### src/rtl/pipeline_hazard_ctrl_pkg.sv
// Shared pipeline definitions: hazard FSM state encoding and default register-address width.
// Latency: n/a (types and constants only).
// Backpressure: n/a.
package pipeline_hazard_ctrl_pkg;

   localparam int REG_ADDR_W_DEFAULT = 5;
   localparam int MD_CNT_W           = 4;

   typedef enum logic [1:0] {
      RUN        = 2'd0,
      MD_BUSY    = 2'd1,
      FETCH_WAIT = 2'd2
   } hazard_state_t;

endpackage

### src/rtl/pipeline_hazard_ctrl_load_use_detect.sv
// Purpose: flags a load in EX whose destination is read by the instruction in ID.
// Latency: 0 cycles, purely combinational.
// Backpressure: none; the result feeds the hazard FSM stall decision.
// Ports: idRs1/idRs2 + idUsesRs1/idUsesRs2 (ID sources), exMemRead/exRd (EX load), loadUse (out).
module pipeline_hazard_ctrl_load_use_detect
   import pipeline_hazard_ctrl_pkg::*;
#(
   parameter int REG_ADDR_W = REG_ADDR_W_DEFAULT
) (
   input  logic [REG_ADDR_W-1:0] idRs1,
   input  logic [REG_ADDR_W-1:0] idRs2,
   input  logic                  idUsesRs1,
   input  logic                  idUsesRs2,
   input  logic                  exMemRead,
   input  logic [REG_ADDR_W-1:0] exRd,
   output logic                  loadUse
);

   // x0 is hardwired to zero, so a load targeting it never creates a dependency.
   assign loadUse = exMemRead && (exRd != '0) &&
                    ((idUsesRs1 && (idRs1 == exRd)) || (idUsesRs2 && (idRs2 == exRd)));

endmodule

### src/rtl/pipeline_hazard_ctrl.sv
// Purpose: pipeline hazard control - freeze/flush/hold for load-use, branch, mul/div and fetch stalls.
// Latency: 0 cycles; all outputs are combinational from current state and inputs.
// Backpressure: pcFreeze/ifidFreeze/exHold stall upstream stages; flushes insert bubbles.
// Ports: clk, rstn; ID sources, EX load/branch/muldiv info, imemReady in;
//        pcFreeze, ifidFreeze, ifidFlush, idexFlush, exHold, mdBusy out.
module pipeline_hazard_ctrl
   import pipeline_hazard_ctrl_pkg::*;
#(
   parameter int MD_LATENCY = 4,
   parameter int REG_ADDR_W = REG_ADDR_W_DEFAULT
) (
   input  logic                  clk,
   input  logic                  rstn,
   input  logic [REG_ADDR_W-1:0] idRs1,
   input  logic [REG_ADDR_W-1:0] idRs2,
   input  logic                  idUsesRs1,
   input  logic                  idUsesRs2,
   input  logic                  exMemRead,
   input  logic [REG_ADDR_W-1:0] exRd,
   input  logic                  exBranchTaken,
   input  logic                  exMdStart,
   input  logic                  imemReady,
   output logic                  pcFreeze,
   output logic                  ifidFreeze,
   output logic                  ifidFlush,
   output logic                  idexFlush,
   output logic                  exHold,
   output logic                  mdBusy
);

   // The start cycle counts as the first busy cycle, so the counter covers the remainder.
   localparam logic [MD_CNT_W-1:0] MD_LOAD = MD_CNT_W'(MD_LATENCY - 1);

   hazard_state_t         state, stateNxt;
   logic [MD_CNT_W-1:0]   mdCnt, mdCntNxt;
   logic                  pendingRedirect, pendingRedirectNxt;
   logic                  loadUse;
   logic                  frontEndLive;
   logic                  redirect;
   logic                  pcFreezeC, ifidFreezeC, ifidFlushC, idexFlushC, exHoldC, mdBusyC;

   pipeline_hazard_ctrl_load_use_detect #(
      .REG_ADDR_W (REG_ADDR_W)
   ) u_load_use_detect (
      .idRs1     (idRs1),
      .idRs2     (idRs2),
      .idUsesRs1 (idUsesRs1),
      .idUsesRs2 (idUsesRs2),
      .exMemRead (exMemRead),
      .exRd      (exRd),
      .loadUse   (loadUse)
   );

   // The cycle a stalled fetch completes is evaluated exactly like a RUN cycle.
   assign frontEndLive = (state == RUN) || ((state == FETCH_WAIT) && imemReady);
   // pendingRedirect is only ever set in FETCH_WAIT, so it is always 0 in RUN.
   assign redirect     = exBranchTaken || pendingRedirect;

   always_ff @(posedge clk or negedge rstn) begin
      if (!rstn) begin
         state           <= RUN;
         mdCnt           <= '0;
         pendingRedirect <= 1'b0;
      end else begin
         state           <= stateNxt;
         mdCnt           <= mdCntNxt;
         pendingRedirect <= pendingRedirectNxt;
      end
   end

   always_comb begin
      stateNxt           = state;
      mdCntNxt           = mdCnt;
      pendingRedirectNxt = pendingRedirect;
      pcFreezeC          = 1'b0;
      ifidFreezeC        = 1'b0;
      ifidFlushC         = 1'b0;
      idexFlushC         = 1'b0;
      exHoldC            = 1'b0;
      mdBusyC            = 1'b0;

      case (state)
         MD_BUSY: begin
            // Branch and load-use are not evaluated: EX is occupied by the mul/div.
            pcFreezeC   = 1'b1;
            ifidFreezeC = 1'b1;
            exHoldC     = 1'b1;
            mdBusyC     = 1'b1;
            mdCntNxt    = mdCnt - 1'b1;
            if (mdCnt <= 1) begin
               stateNxt = RUN;
            end
         end
         FETCH_WAIT: begin
            if (!imemReady) begin
               // Freeze wins over flush in IF/ID, so a redirect is remembered and
               // applied once the outstanding fetch lands.
               pcFreezeC   = 1'b1;
               ifidFreezeC = 1'b1;
               idexFlushC  = 1'b1;
               if (exBranchTaken) begin
                  pendingRedirectNxt = 1'b1;
               end
            end else begin
               stateNxt           = RUN;
               pendingRedirectNxt = 1'b0;
            end
         end
         default: ;
      endcase

      if (frontEndLive) begin
         if (redirect) begin
            // Fetched word is wrong-path: discard it and bubble ID/EX; nothing frozen.
            ifidFlushC = 1'b1;
            idexFlushC = 1'b1;
         end else if (exMdStart) begin
            pcFreezeC   = 1'b1;
            ifidFreezeC = 1'b1;
            exHoldC     = 1'b1;
            mdBusyC     = 1'b1;
            stateNxt    = MD_BUSY;
            mdCntNxt    = MD_LOAD;
         end else if (loadUse) begin
            pcFreezeC   = 1'b1;
            ifidFreezeC = 1'b1;
            idexFlushC  = 1'b1;
         end else if (!imemReady) begin
            pcFreezeC   = 1'b1;
            ifidFreezeC = 1'b1;
            idexFlushC  = 1'b1;
            stateNxt    = FETCH_WAIT;
         end
      end
   end

   // Outputs are forced low while reset is asserted, independent of the clock.
   assign pcFreeze   = rstn & pcFreezeC;
   assign ifidFreeze = rstn & ifidFreezeC;
   assign ifidFlush  = rstn & ifidFlushC;
   assign idexFlush  = rstn & idexFlushC;
   assign exHold     = rstn & exHoldC;
   assign mdBusy     = rstn & mdBusyC;

endmodule

### config.mk
export PLATFORM = sky130hd
export DESIGN_NAME = pipeline_hazard_ctrl
export DESIGN_NICKNAME = d
export VERILOG_FILES = /design/src/rtl/pipeline_hazard_ctrl_pkg.sv /design/src/rtl/pipeline_hazard_ctrl_load_use_detect.sv /design/src/rtl/pipeline_hazard_ctrl.sv
export SDC_FILE = /design/constraint.sdc
export NUM_CORES = 1
export LEC_CHECK = 0
export ABC_AREA = 1
export CORE_UTILIZATION = 45
export CTS_CLUSTER_SIZE = 40
export DETAILED_ROUTE_END_ITERATION = 12
export PLACE_DENSITY = 0.82
export SETUP_SLACK_MARGIN = 0.2
export SLEW_MARGIN = 0
export SYNTH_ARGS = -nofsm -noshare
export SYNTH_HDL_FRONTEND = slang
export SYNTH_SLANG_ARGS = --single-unit
export TNS_END_PERCENT = 1
### constraint.sdc
create_clock -name clk -period 4 [get_ports clk]
set_input_delay 0.8 -clock clk [delete_from_list [all_inputs] [get_ports clk]]
set_output_delay 0.8 -clock clk [all_outputs]
set_load 0.01 [all_outputs]
==> results of run 1 <==
-- through the flow --
step | std cells | instance area, sq um | power, uW
floorplan | 123 | 724 | 308
global placement | 165 | 1010 | 394
detailed placement | 165 | 1010 | 401
CTS | 169 | 1040 | 465
global route | 169 | 1040 | 512
finish | 169 | 1040 | 462
-- per-layer routing --
| metal | wire [microns] | up-vias | global-route usage |
|---|---|---|---|
| li1 | - | 430 | - |
| met1 | 743 | 343 | 0.281 |
| met2 | 680 | 29 | 0.309 |
| met3 | 105 | 3 | 0.0647 |
| met4 | 8 | 0 | 0.0375 |
| met5 | 0 | - | 0 |
-- area by class of cell --
| type | instances | area share |
|---|---|---|
| multi-input cells | 86 | 0.414 |
| well taps | 16 | 0.0193 |
| repair buffers | 28 | 0.270 |
| clock buffers | 3 | 0.0217 |
| flip-flops and latches | 7 | 0.169 |
| inverters | 28 | 0.101 |
| clock inverters | 1 | 0.00483 |
-- synth_stat cells --
cell type / instances / share of area
sky130_fd_sc_hd__nor3_1: 3 / 0.021
sky130_fd_sc_hd__nand2_1: 40 / 0.21
sky130_fd_sc_hd__inv_2: 4 / 0.021
sky130_fd_sc_hd__xnor2_1: 1 / 0.012
sky130_fd_sc_hd__nor2_2: 1 / 0.0086
sky130_fd_sc_hd__o21a_1: 1 / 0.010
sky130_fd_sc_hd__inv_1: 24 / 0.12
sky130_fd_sc_hd__a21oi_2: 2 / 0.024
sky130_fd_sc_hd__o211ai_1: 1 / 0.010
sky130_fd_sc_hd__o21ai_0: 3 / 0.021
sky130_fd_sc_hd__nand4_1: 1 / 0.0086
sky130_fd_sc_hd__dfrtp_1: 7 / 0.24
sky130_fd_sc_hd__nand3b_1: 2 / 0.021
sky130_fd_sc_hd__ha_1: 5 / 0.086
sky130_fd_sc_hd__nand2_2: 3 / 0.026
sky130_fd_sc_hd__buf_4: 2 / 0.021
sky130_fd_sc_hd__nand3_1: 4 / 0.028
sky130_fd_sc_hd__a21oi_1: 6 / 0.041
sky130_fd_sc_hd__nor2_1: 13 / 0.067
-- worst max-delay path by stage --
stage / slack [ps] / end / startpoint / cells after the start
5_1_grt: 450 / pcFreeze / exRd[4] / 12
4_1_cts: 570 / pcFreeze / exRd[4] / 12
6_report: 570 / ifidFreeze / exRd[3] / 12
3_5_place_dp: 580 / pcFreeze / exRd[4] / 12
2_1_floorplan: 1520 / mdBusy / exBranchTaken / 6
3_3_place_gp: 590 / pcFreeze / exRd[3] / 12
-- logic make-up after synthesis --
kind of cell | after synthesis
buf+inv | 30
xor+xnor | 1
flops | 7
fa+ha+maj | 5
simple gates | 67
compound gates | 13
-- worst register-to-register path, stage by stage (launching register included) --
cell and delay, ps:
sky130_fd_sc_hd__dfrtp_1 390, sky130_fd_sc_hd__inv_1 90, sky130_fd_sc_hd__ha_1 250, sky130_fd_sc_hd__inv_1 130, sky130_fd_sc_hd__o21a_1 220, sky130_fd_sc_hd__nand2_1 60, sky130_fd_sc_hd__nand2_1 40, sky130_fd_sc_hd__a21oi_1 150
-- sequential cells by signal, summed over array words and instances, names as in the netlist --
register         cells
state                2
mdCnt                4
pendingRedirect      1
-- report_power, final --
group	internal [uW]	leakage, uW	switching [uW]
clock network	36.4	0.0000177	25.4
logic	132	0.000463	148
registers	100	0.0000884	20.4
total	268	0.000569	193
==> impl_metrics.env, run 1 <==
export IMPL_report_final_setup_viol=0
export IMPL_layout_drive_gt1_share=0.0915
export IMPL_grt_setup_unrepaired="false"
export IMPL_timing_final_crit_share=0.857
export IMPL_capture_instance_of_the_worst_register_to_register_path="state[1]$_DFF_PN0_"
export IMPL_gp_congestion=0.886
export IMPL_design_die_area_sq_um=1770
export IMPL_n_fill_cell=139
export IMPL_p_leak_uw=0.000569
export IMPL_status="completed"
export IMPL_vias=805
export IMPL_grt_pass1_vias=712
export IMPL_post_cts_hold_buffer_count=0
export IMPL_timing_hold_violations_final=0
export IMPL_global_route_wire_length_before_repair_microns=2790
export IMPL_largest_net_degree_at_the_start_of_global_routing=10
export IMPL_synthSimpleGateAreaFrac=0.387
export IMPL_synth_net_count=151
export IMPL_cts_root_buffer_cell="sky130_fd_sc_hd__clkbuf_4"
export IMPL_wirelength_routed_microns=1540
export IMPL_detail_routed_net_length_per_standard_cell_microns=9.09
export IMPL_hp_start="mdCnt[0]$_DFF_PN0_"
export IMPL_worst_slew_margin_rel=0.753
export IMPL_yosys_register_bits=7
export IMPL_netlist_instances=123
export IMPL_vias_per_cell=4.76
export IMPL_synth_xor_area_frac=0.0121
export IMPL_ir_worst_vdd_v=0.000292
export IMPL_syn_mean_instance_area_sq_um=5.89
export IMPL_cts_made_buffers=3
export IMPL_final_seq_area_sq_um=175
export IMPL_chipHeight_microns=42.1
export IMPL_placeable_core_area_sq_um=1510
export IMPL_dp_final_hpwl_microns=1370
export IMPL_initial_utilization=0.481
export IMPL_floorplan_rows=14
export IMPL_worstPathBufferInverterCount=3
export IMPL_synth_compound_gate_area_share=0.107
export IMPL_post_synth_mux_area_share=0
export IMPL_globalRouteTotalUtil=0.201
export IMPL_powerDensity_nw_per_um2=445
export IMPL_worstPathMaxFanout=3
export IMPL_timing_critical_path_to_type="output pin"
export IMPL_fmax_ghz=0.292
export IMPL_seq_area_frac_synth=0.242
export IMPL_diodes=0
export IMPL_critical_path_required_time_ps=3200
export IMPL_final_antenna_violating_net_count=0
export IMPL_report_final_slew_viol_count=0
export IMPL_worst_path_largest_cell_delay_ps=540
export IMPL_fin_setup_tns_ps=0
export IMPL_min_path_type="reg -> reg"
export IMPL_place_port_buffers=28
export IMPL_largest_family_of_logic_cells_by_synthesized_area="simple AND/OR/NAND/NOR gates"
export IMPL_cts_tree="yes"
export IMPL_post_cts_resize_count=0
export IMPL_cp_cell_sequence="clkdlybuf4s50_1, inv_2, nand2_1, nand2_1, nor2_1, nand3_1, nand2_1, nand2_2, nand2_2, nand2_1, a21oi_2, clkdlybuf4s50_1"
export IMPL_fin_skew_ps=2.04
export IMPL_final_period_minus_worst_setup_slack_ps=3430
export IMPL_critical_path_slowest_cell="sky130_fd_sc_hd__clkdlybuf4s50_1"
export IMPL_number_of_top_level_pins=29
export IMPL_timing_hold_ws_ps=533
export IMPL_area_overhead_vs_synth_pct=43.2
export IMPL_timing_critical_path_mode_cell="sky130_fd_sc_hd__nand2_1"
export IMPL_clkTransAtPathRegs_ps=50
export IMPL_utilization=0.689
export IMPL_layout_commonest_cell="sky130_fd_sc_hd__nand2_1"
export IMPL_worst_slew_pin_transition_ps=369
export IMPL_hold_path_depth=2
export IMPL_crit_arrival_ps=2630
export IMPL_drt_pass1_iter_count=4
export IMPL_cts_buffer_depth=2
export IMPL_die_w_microns=42.1
export IMPL_detailedRoute_firstIterationViolations=22
export IMPL_number_of_warning_messages_in_the_yosys_log=0
export IMPL_overflow=0
export IMPL_drv_max_cap_violation_count=0
export IMPL_hold_end="mdCnt[0]$_DFF_PN0_"
export IMPL_critical_path_top_delay_family="buffers and inverters"
export IMPL_cp_start_kind="primary input"
export IMPL_route_detailed_drc=0
export IMPL_clk_insertion_delay_late_ps=250
export IMPL_multiInputGateArea_sq_um=429
export IMPL_pre_cts_slack_ps=583
export IMPL_postCtsSetupBuffers=0
export IMPL_cts_htree_levels=1
export IMPL_final_cell_mix="40 x sky130_fd_sc_hd__nand2_1, 28 x sky130_fd_sc_hd__clkdlybuf4s50_1, 24 x sky130_fd_sc_hd__inv_1, 13 x sky130_fd_sc_hd__nor2_1, 7 x sky130_fd_sc_hd__dfrtp_1"
export IMPL_r2r_start="state[1]$_DFF_PN0_"
export IMPL_initial_antenna_violation_count=0
export IMPL_r2r_worst_path_cells=7
export IMPL_synth_adder_area_share=0.0864
export IMPL_num_nets_final=182
export IMPL_tritoncts_num_sinks=7
export IMPL_yosysUniqueCellTypes=19
export IMPL_regToRegSetupSlack_ps=2600
export IMPL_timing_setup_critical_path_class="in -> out"
export IMPL_synthesis_area_sq_um=724
export IMPL_setup_ws_final_ps=572
No activity file was read; power rests on OpenSTA's default activity.
==> inputs of run 2 (changes only) <==
--- a/config.mk
+++ b/config.mk
@@ -6,6 +6,7 @@
 export NUM_CORES = 1
 export LEC_CHECK = 0
 export ABC_AREA = 1
+export ABC_CLOCK_PERIOD_IN_PS = 4000
 export CORE_UTILIZATION = 45
 export CTS_CLUSTER_SIZE = 40
 export DETAILED_ROUTE_END_ITERATION = 12
==> constraint.sdc (replaced) <==
create_clock -name clk -period 4 [get_ports clk]
set_input_delay 0.8 -clock clk [delete_from_list [all_inputs] [get_ports clk]]
set_output_delay 0.8 -clock clk [all_outputs]
set_load 0.005 [all_outputs]
==> impl_metrics.env, run 2 (synthesis gave the netlist of run 1 again) <==
export IMPL_status="completed"
export IMPL_clk_insertion_delay_late_ps=260
export IMPL_timing_setup_critical_path_class="in -> out"
export IMPL_design_die_area_sq_um=1770
export IMPL_largest_net_degree_at_the_start_of_global_routing=10
export IMPL_vias_per_cell=4.81
export IMPL_floorplan_rows=14
export IMPL_global_route_wire_length_before_repair_microns=2980
export IMPL_vias=813
export IMPL_place_port_buffers=28
export IMPL_chipHeight_microns=42.1
export IMPL_detailedRoute_firstIterationViolations=12
export IMPL_worst_slew_margin_rel=0.758
export IMPL_finalPower_uw=458
export IMPL_final_period_minus_worst_setup_slack_ps=3390
export IMPL_initial_utilization=0.481
export IMPL_cts_tree="yes"
export IMPL_grt_setup_unrepaired="false"
export IMPL_min_path_type="reg -> reg"
export IMPL_layout_drive_gt1_share=0.0915
export IMPL_post_cts_hold_buffer_count=0
export IMPL_fin_setup_tns_ps=0
export IMPL_hp_start="pendingRedirect$_DFFE_PN0P_"
export IMPL_cts_htree_levels=1
export IMPL_final_cell_mix="40 x sky130_fd_sc_hd__nand2_1, 28 x sky130_fd_sc_hd__clkdlybuf4s50_1, 24 x sky130_fd_sc_hd__inv_1, 13 x sky130_fd_sc_hd__nor2_1, 7 x sky130_fd_sc_hd__dfrtp_1"
export IMPL_ir_worst_vdd_v=0.000259
export IMPL_placeable_core_area_sq_um=1510
export IMPL_die_w_microns=42.1
export IMPL_dp_final_hpwl_microns=1360
export IMPL_p_leak_uw=0.000569
export IMPL_area_overhead_vs_synth_pct=43.2
export IMPL_r2r_start="state[0]$_DFF_PN0_"
export IMPL_r2r_worst_path_cells=8
export IMPL_cp_start_kind="primary input"
export IMPL_route_detailed_drc=0
export IMPL_n_fill_cell=137
export IMPL_globalRouteTotalUtil=0.224
export IMPL_wirelength_routed_microns=1580
export IMPL_timing_hold_violations_final=0
export IMPL_report_final_setup_viol=0
export IMPL_hold_path_depth=2
export IMPL_layout_commonest_cell="sky130_fd_sc_hd__nand2_1"
export IMPL_registers_top_by_ff_count="mdCnt"
export IMPL_critical_path_required_time_ps=3200
export IMPL_initial_antenna_violation_count=0
export IMPL_hold_end="pendingRedirect$_DFFE_PN0P_"
export IMPL_clkTransAtPathRegs_ps=50
export IMPL_diodes=0
export IMPL_timing_hold_ws_ps=532
export IMPL_cts_buffer_depth=2
export IMPL_setup_ws_final_ps=612
export IMPL_pre_cts_slack_ps=611
export IMPL_capture_instance_of_the_worst_register_to_register_path="mdCnt[1]$_DFF_PN0_"
export IMPL_cts_root_buffer_cell="sky130_fd_sc_hd__clkbuf_4"
export IMPL_final_antenna_violating_net_count=0
export IMPL_crit_arrival_ps=2590
export IMPL_tritoncts_num_sinks=7
export IMPL_post_cts_resize_count=0
export IMPL_fmax_ghz=0.295
export IMPL_detail_routed_net_length_per_standard_cell_microns=9.35
export IMPL_regToRegSetupSlack_ps=2590
export IMPL_grt_pass1_vias=754
export IMPL_fin_skew_ps=3.45
export IMPL_report_final_slew_viol_count=0
export IMPL_cts_made_buffers=3
export IMPL_gp_congestion=0.887
export IMPL_num_nets_final=182
export IMPL_timing_critical_path_to_type="output pin"
export IMPL_largestRegisters="mdCnt (4), state (2), pendingRedirect (1)"
export IMPL_postCtsSetupBuffers=0
export IMPL_worst_slew_pin_transition_ps=362
export IMPL_drv_max_cap_violation_count=0
export IMPL_largest_register_ffs=4
export IMPL_overflow=0
export IMPL_powerDensity_nw_per_um2=441
export IMPL_worstPathMaxFanout=6
export IMPL_timing_final_crit_share=0.847
export IMPL_drt_pass1_iter_count=4
export IMPL_number_of_top_level_pins=29
[run 2: cell counts in the layout (fill, tap and decap cells not counted)]
Identical to the previous run, type by type.
[run 2: layout make-up]
type                       count  area (sq um)  share of cell area
multi-input combinational     86           429               0.414
timing repair buffer          28           280               0.270
sequential                     7           175               0.169
inverter                      28           105               0.101
clock buffer                   3          22.5              0.0217
tap                           16          20.0              0.0193
clock inverter                 1          5.00             0.00483
[run 2: through the flow]
| stage | utilization | instance area (sq um) | std cells |
|---|---|---|---|
| final | 0.689 | 1040 | 169 |
| after floorplan | - | 724 | 123 |
| after detailed placement | 0.670 | 1010 | 165 |
| after global placement | 0.670 | 1010 | 165 |
| after CTS | 0.689 | 1040 | 169 |
| after global routing | 0.689 | 1040 | 169 |
[run 2: worst max path at each step]
| stage | startpoint | to | depth (start not counted) |
|---|---|---|---|
| after floorplan | exBranchTaken | pcFreeze | 8 |
| after detailed placement | exRd[4] | pcFreeze | 12 |
| final | imemReady | ifidFreeze | 10 |
| after global routing | imemReady | pcFreeze | 10 |
| after CTS | exRd[4] | pcFreeze | 12 |
| after global placement | exRd[3] | ifidFreeze | 12 |
[run 2: worst max-delay path: stages]
cell and delay [ps]:
sky130_fd_sc_hd__clkdlybuf4s50_1 540, sky130_fd_sc_hd__a21oi_1 110, sky130_fd_sc_hd__inv_1 80, sky130_fd_sc_hd__nand2_2 70
sky130_fd_sc_hd__nor2_2 150, sky130_fd_sc_hd__inv_2 90, sky130_fd_sc_hd__nand2_1 60, sky130_fd_sc_hd__inv_1 40
sky130_fd_sc_hd__a21oi_2 140, sky130_fd_sc_hd__clkdlybuf4s50_1 510
[run 2: routing by layer]
layer	vias up	GRT usage	wire [microns]
li1	433	-	-
met1	356	0.305	783
met2	19	0.322	691
met3	5	0.0647	64
met4	0	0.113	41
met5	-	0	0
[run 2: where the power goes]
group          leakage, uW  switching [uW]  internal [uW]  total (uW)
Combinational     0.000463             141            132         272
Clock            0.0000177            27.7           36.6        64.3
Sequential       0.0000884            20.8            100         121
Total             0.000569             189            269         458
==> inputs of run 3 (changes only) <==
--- a/config.mk
+++ b/config.mk
@@ -6,11 +6,11 @@
 export NUM_CORES = 1
 export LEC_CHECK = 0
 export ABC_AREA = 1
-export ABC_CLOCK_PERIOD_IN_PS = 4000
-export CORE_UTILIZATION = 45
+export ABC_CLOCK_PERIOD_IN_PS = 3050
+export CORE_UTILIZATION = 38
 export CTS_CLUSTER_SIZE = 40
 export DETAILED_ROUTE_END_ITERATION = 12
-export PLACE_DENSITY = 0.82
+export PLACE_DENSITY = 0.74
 export SETUP_SLACK_MARGIN = 0.2
 export SLEW_MARGIN = 0
 export SYNTH_ARGS = -nofsm -noshare
==> constraint.sdc (replaced) <==
create_clock -name clk -period 3.05 [get_ports clk]
set_input_delay 0.61 -clock clk [delete_from_list [all_inputs] [get_ports clk]]
set_output_delay 0.61 -clock clk [all_outputs]
set_load 0.005 [all_outputs]
==> impl_metrics.env, run 3 (synthesis gave the netlist of run 1 again) <==
export IMPL_area_overhead_vs_synth_pct=51.0
export IMPL_layout_commonest_cell="sky130_fd_sc_hd__nand2_1"
export IMPL_timing_setup_critical_path_class="in -> out"
export IMPL_hold_path_depth=2
export IMPL_worst_slew_pin_transition_ps=227
export IMPL_grt_pass1_vias=720
export IMPL_final_period_minus_worst_setup_slack_ps=2690
export IMPL_cp_start_kind="primary input"
export IMPL_initial_utilization=0.411
export IMPL_detailedRoute_firstIterationViolations=24
export IMPL_number_of_top_level_pins=29
export IMPL_status="completed"
export IMPL_clkTransAtPathRegs_ps=50
export IMPL_die_w_microns=45.7
export IMPL_crit_arrival_ps=2080
export IMPL_worstSetupStartpoint="exRd[2]"
export IMPL_final_antenna_violating_net_count=0
export IMPL_wirelength_routed_microns=1640
export IMPL_cts_tree="yes"
export IMPL_critical_path_required_time_ps=2440
export IMPL_cts_buffer_depth=2
export IMPL_drt_pass1_iter_count=4
export IMPL_clk_insertion_delay_late_ps=240
export IMPL_diodes=0
export IMPL_global_route_wire_length_before_repair_microns=2770
export IMPL_grt_setup_unrepaired="false"
export IMPL_finalPower_uw=597
export IMPL_timing_final_crit_share=0.883
export IMPL_r2r_start="state[0]$_DFF_PN0_"
export IMPL_num_nets_final=186
export IMPL_place_port_buffers=28
export IMPL_floorplan_rows=15
export IMPL_design_die_area_sq_um=2080
export IMPL_dp_final_hpwl_microns=1410
export IMPL_r2r_worst_path_cells=10
export IMPL_hp_start="pendingRedirect$_DFFE_PN0P_"
export IMPL_regToRegSetupSlack_ps=1600
export IMPL_fin_skew_ps=2.84
export IMPL_tritoncts_num_sinks=7
export IMPL_largest_net_degree_at_the_start_of_global_routing=8
export IMPL_report_final_setup_viol=0
export IMPL_fmax_ghz=0.371
export IMPL_largestRegisters="mdCnt (4), state (2), pendingRedirect (1)"
export IMPL_report_final_slew_viol_count=0
export IMPL_cts_root_buffer_cell="sky130_fd_sc_hd__clkbuf_4"
export IMPL_timing_hold_violations_final=0
export IMPL_initial_antenna_violation_count=0
export IMPL_globalRouteTotalUtil=0.183
export IMPL_utilization=0.620
export IMPL_final_cell_mix="40 x sky130_fd_sc_hd__nand2_1, 24 x sky130_fd_sc_hd__inv_1, 21 x sky130_fd_sc_hd__clkdlybuf4s50_1, 12 x sky130_fd_sc_hd__nor2_1, 7 x sky130_fd_sc_hd__dfrtp_1"
export IMPL_vias_per_cell=4.46
export IMPL_min_path_type="reg -> reg"
export IMPL_largest_register_ffs=4
export IMPL_hold_end="pendingRedirect$_DFFE_PN0P_"
export IMPL_fin_setup_tns_ps=0
export IMPL_placeable_core_area_sq_um=1760
export IMPL_ir_worst_vdd_v=0.000269
export IMPL_worst_slew_margin_rel=0.847
export IMPL_detail_routed_net_length_per_standard_cell_microns=8.99
export IMPL_drv_max_cap_violation_count=0
export IMPL_powerDensity_nw_per_um2=546
export IMPL_gp_congestion=0.849
export IMPL_cts_made_buffers=3
export IMPL_cts_htree_levels=1
export IMPL_chipHeight_microns=45.7
export IMPL_place_area_sq_um=1050
export IMPL_registers_top_by_ff_count="mdCnt"
export IMPL_vias=812
export IMPL_post_route_cell_area_sq_um=1090
export IMPL_route_detailed_drc=0
export IMPL_layout_drive_gt1_share=0.121
export IMPL_overflow=0
export IMPL_p_leak_uw=0.000661
export IMPL_worstPathMaxFanout=4
export IMPL_capture_instance_of_the_worst_register_to_register_path="mdCnt[2]$_DFF_PN0_"
export IMPL_timing_critical_path_to_type="output pin"
==> run 3: cell count changes in the layout (fill, tap and decap cells not counted), sizes merged <==
cell	change
buf	+4
dlygate4sd2	+2
clkinv	-1
dlymetal6s2s	+5
clkdlybuf4s50	-7
clkbuf	+1
==> run 3: worst max path at each step <==
stage / to / cells past startpoint
3_5_place_dp: pcFreeze / 12
5_1_grt: pcFreeze / 12
6_report: pcFreeze / 12
2_1_floorplan: pcFreeze / 8
3_3_place_gp: pcFreeze / 12
4_1_cts: ifidFreeze / 12
==> run 3: per-layer routing <==
metal / track usage / part of all wire
met1: 0.222 / 0.47
met2: 0.320 / 0.47
met3: 0.0238 / 0.052
met4: 0.0727 / 0.010
met5: 0 / 0
==> run 3: repair_timing <==
item | CTS | global route
setup buffers | 0 | 0
gates resized for setup | 2 | 7
hold buffers | 0 | 0
setup endpoints to repair | 3 | 5
hold endpoints to repair | 0 | 0
==> run 3: layout make-up <==
class                           instances  area, sq um
Multi-Input combinational cell         86          435
Clock buffer                            4         26.3
Sequential cell                         7          175
Inverter                               28          105
Timing Repair Buffer                   32          320
Fill cell                             191          671
Tap cell                               25         31.3
==> run 3: where the power goes <==
part	internal, uW	switching (uW)
combinational	172	184
sequential	132	28.6
clock	49.7	31.2
==> run 3: critical path: stages <==
cell	delay (ps)
sky130_fd_sc_hd__clkdlybuf4s50_1	470
sky130_fd_sc_hd__inv_1	80
sky130_fd_sc_hd__nand2_1	60
sky130_fd_sc_hd__nand2_1	50
sky130_fd_sc_hd__nor2_1	110
sky130_fd_sc_hd__nand3_1	90
sky130_fd_sc_hd__nand2_1	80
sky130_fd_sc_hd__nand2_2	60
sky130_fd_sc_hd__nand2_2	60
sky130_fd_sc_hd__nand2_1	60
sky130_fd_sc_hd__a21oi_2	120
sky130_fd_sc_hd__dlygate4sd2_1	240
==> run 3: stage by stage <==
step | hold WS [ps] | instances | worst slack (ps)
after floorplan | 314 | 123 | 1010
after global placement | 523 | 178 | 63.2
after detailed placement | 531 | 178 | 44.9
after CTS | 539 | 182 | 85.2
after global routing | 573 | 182 | 214
final | 548 | 182 | 357
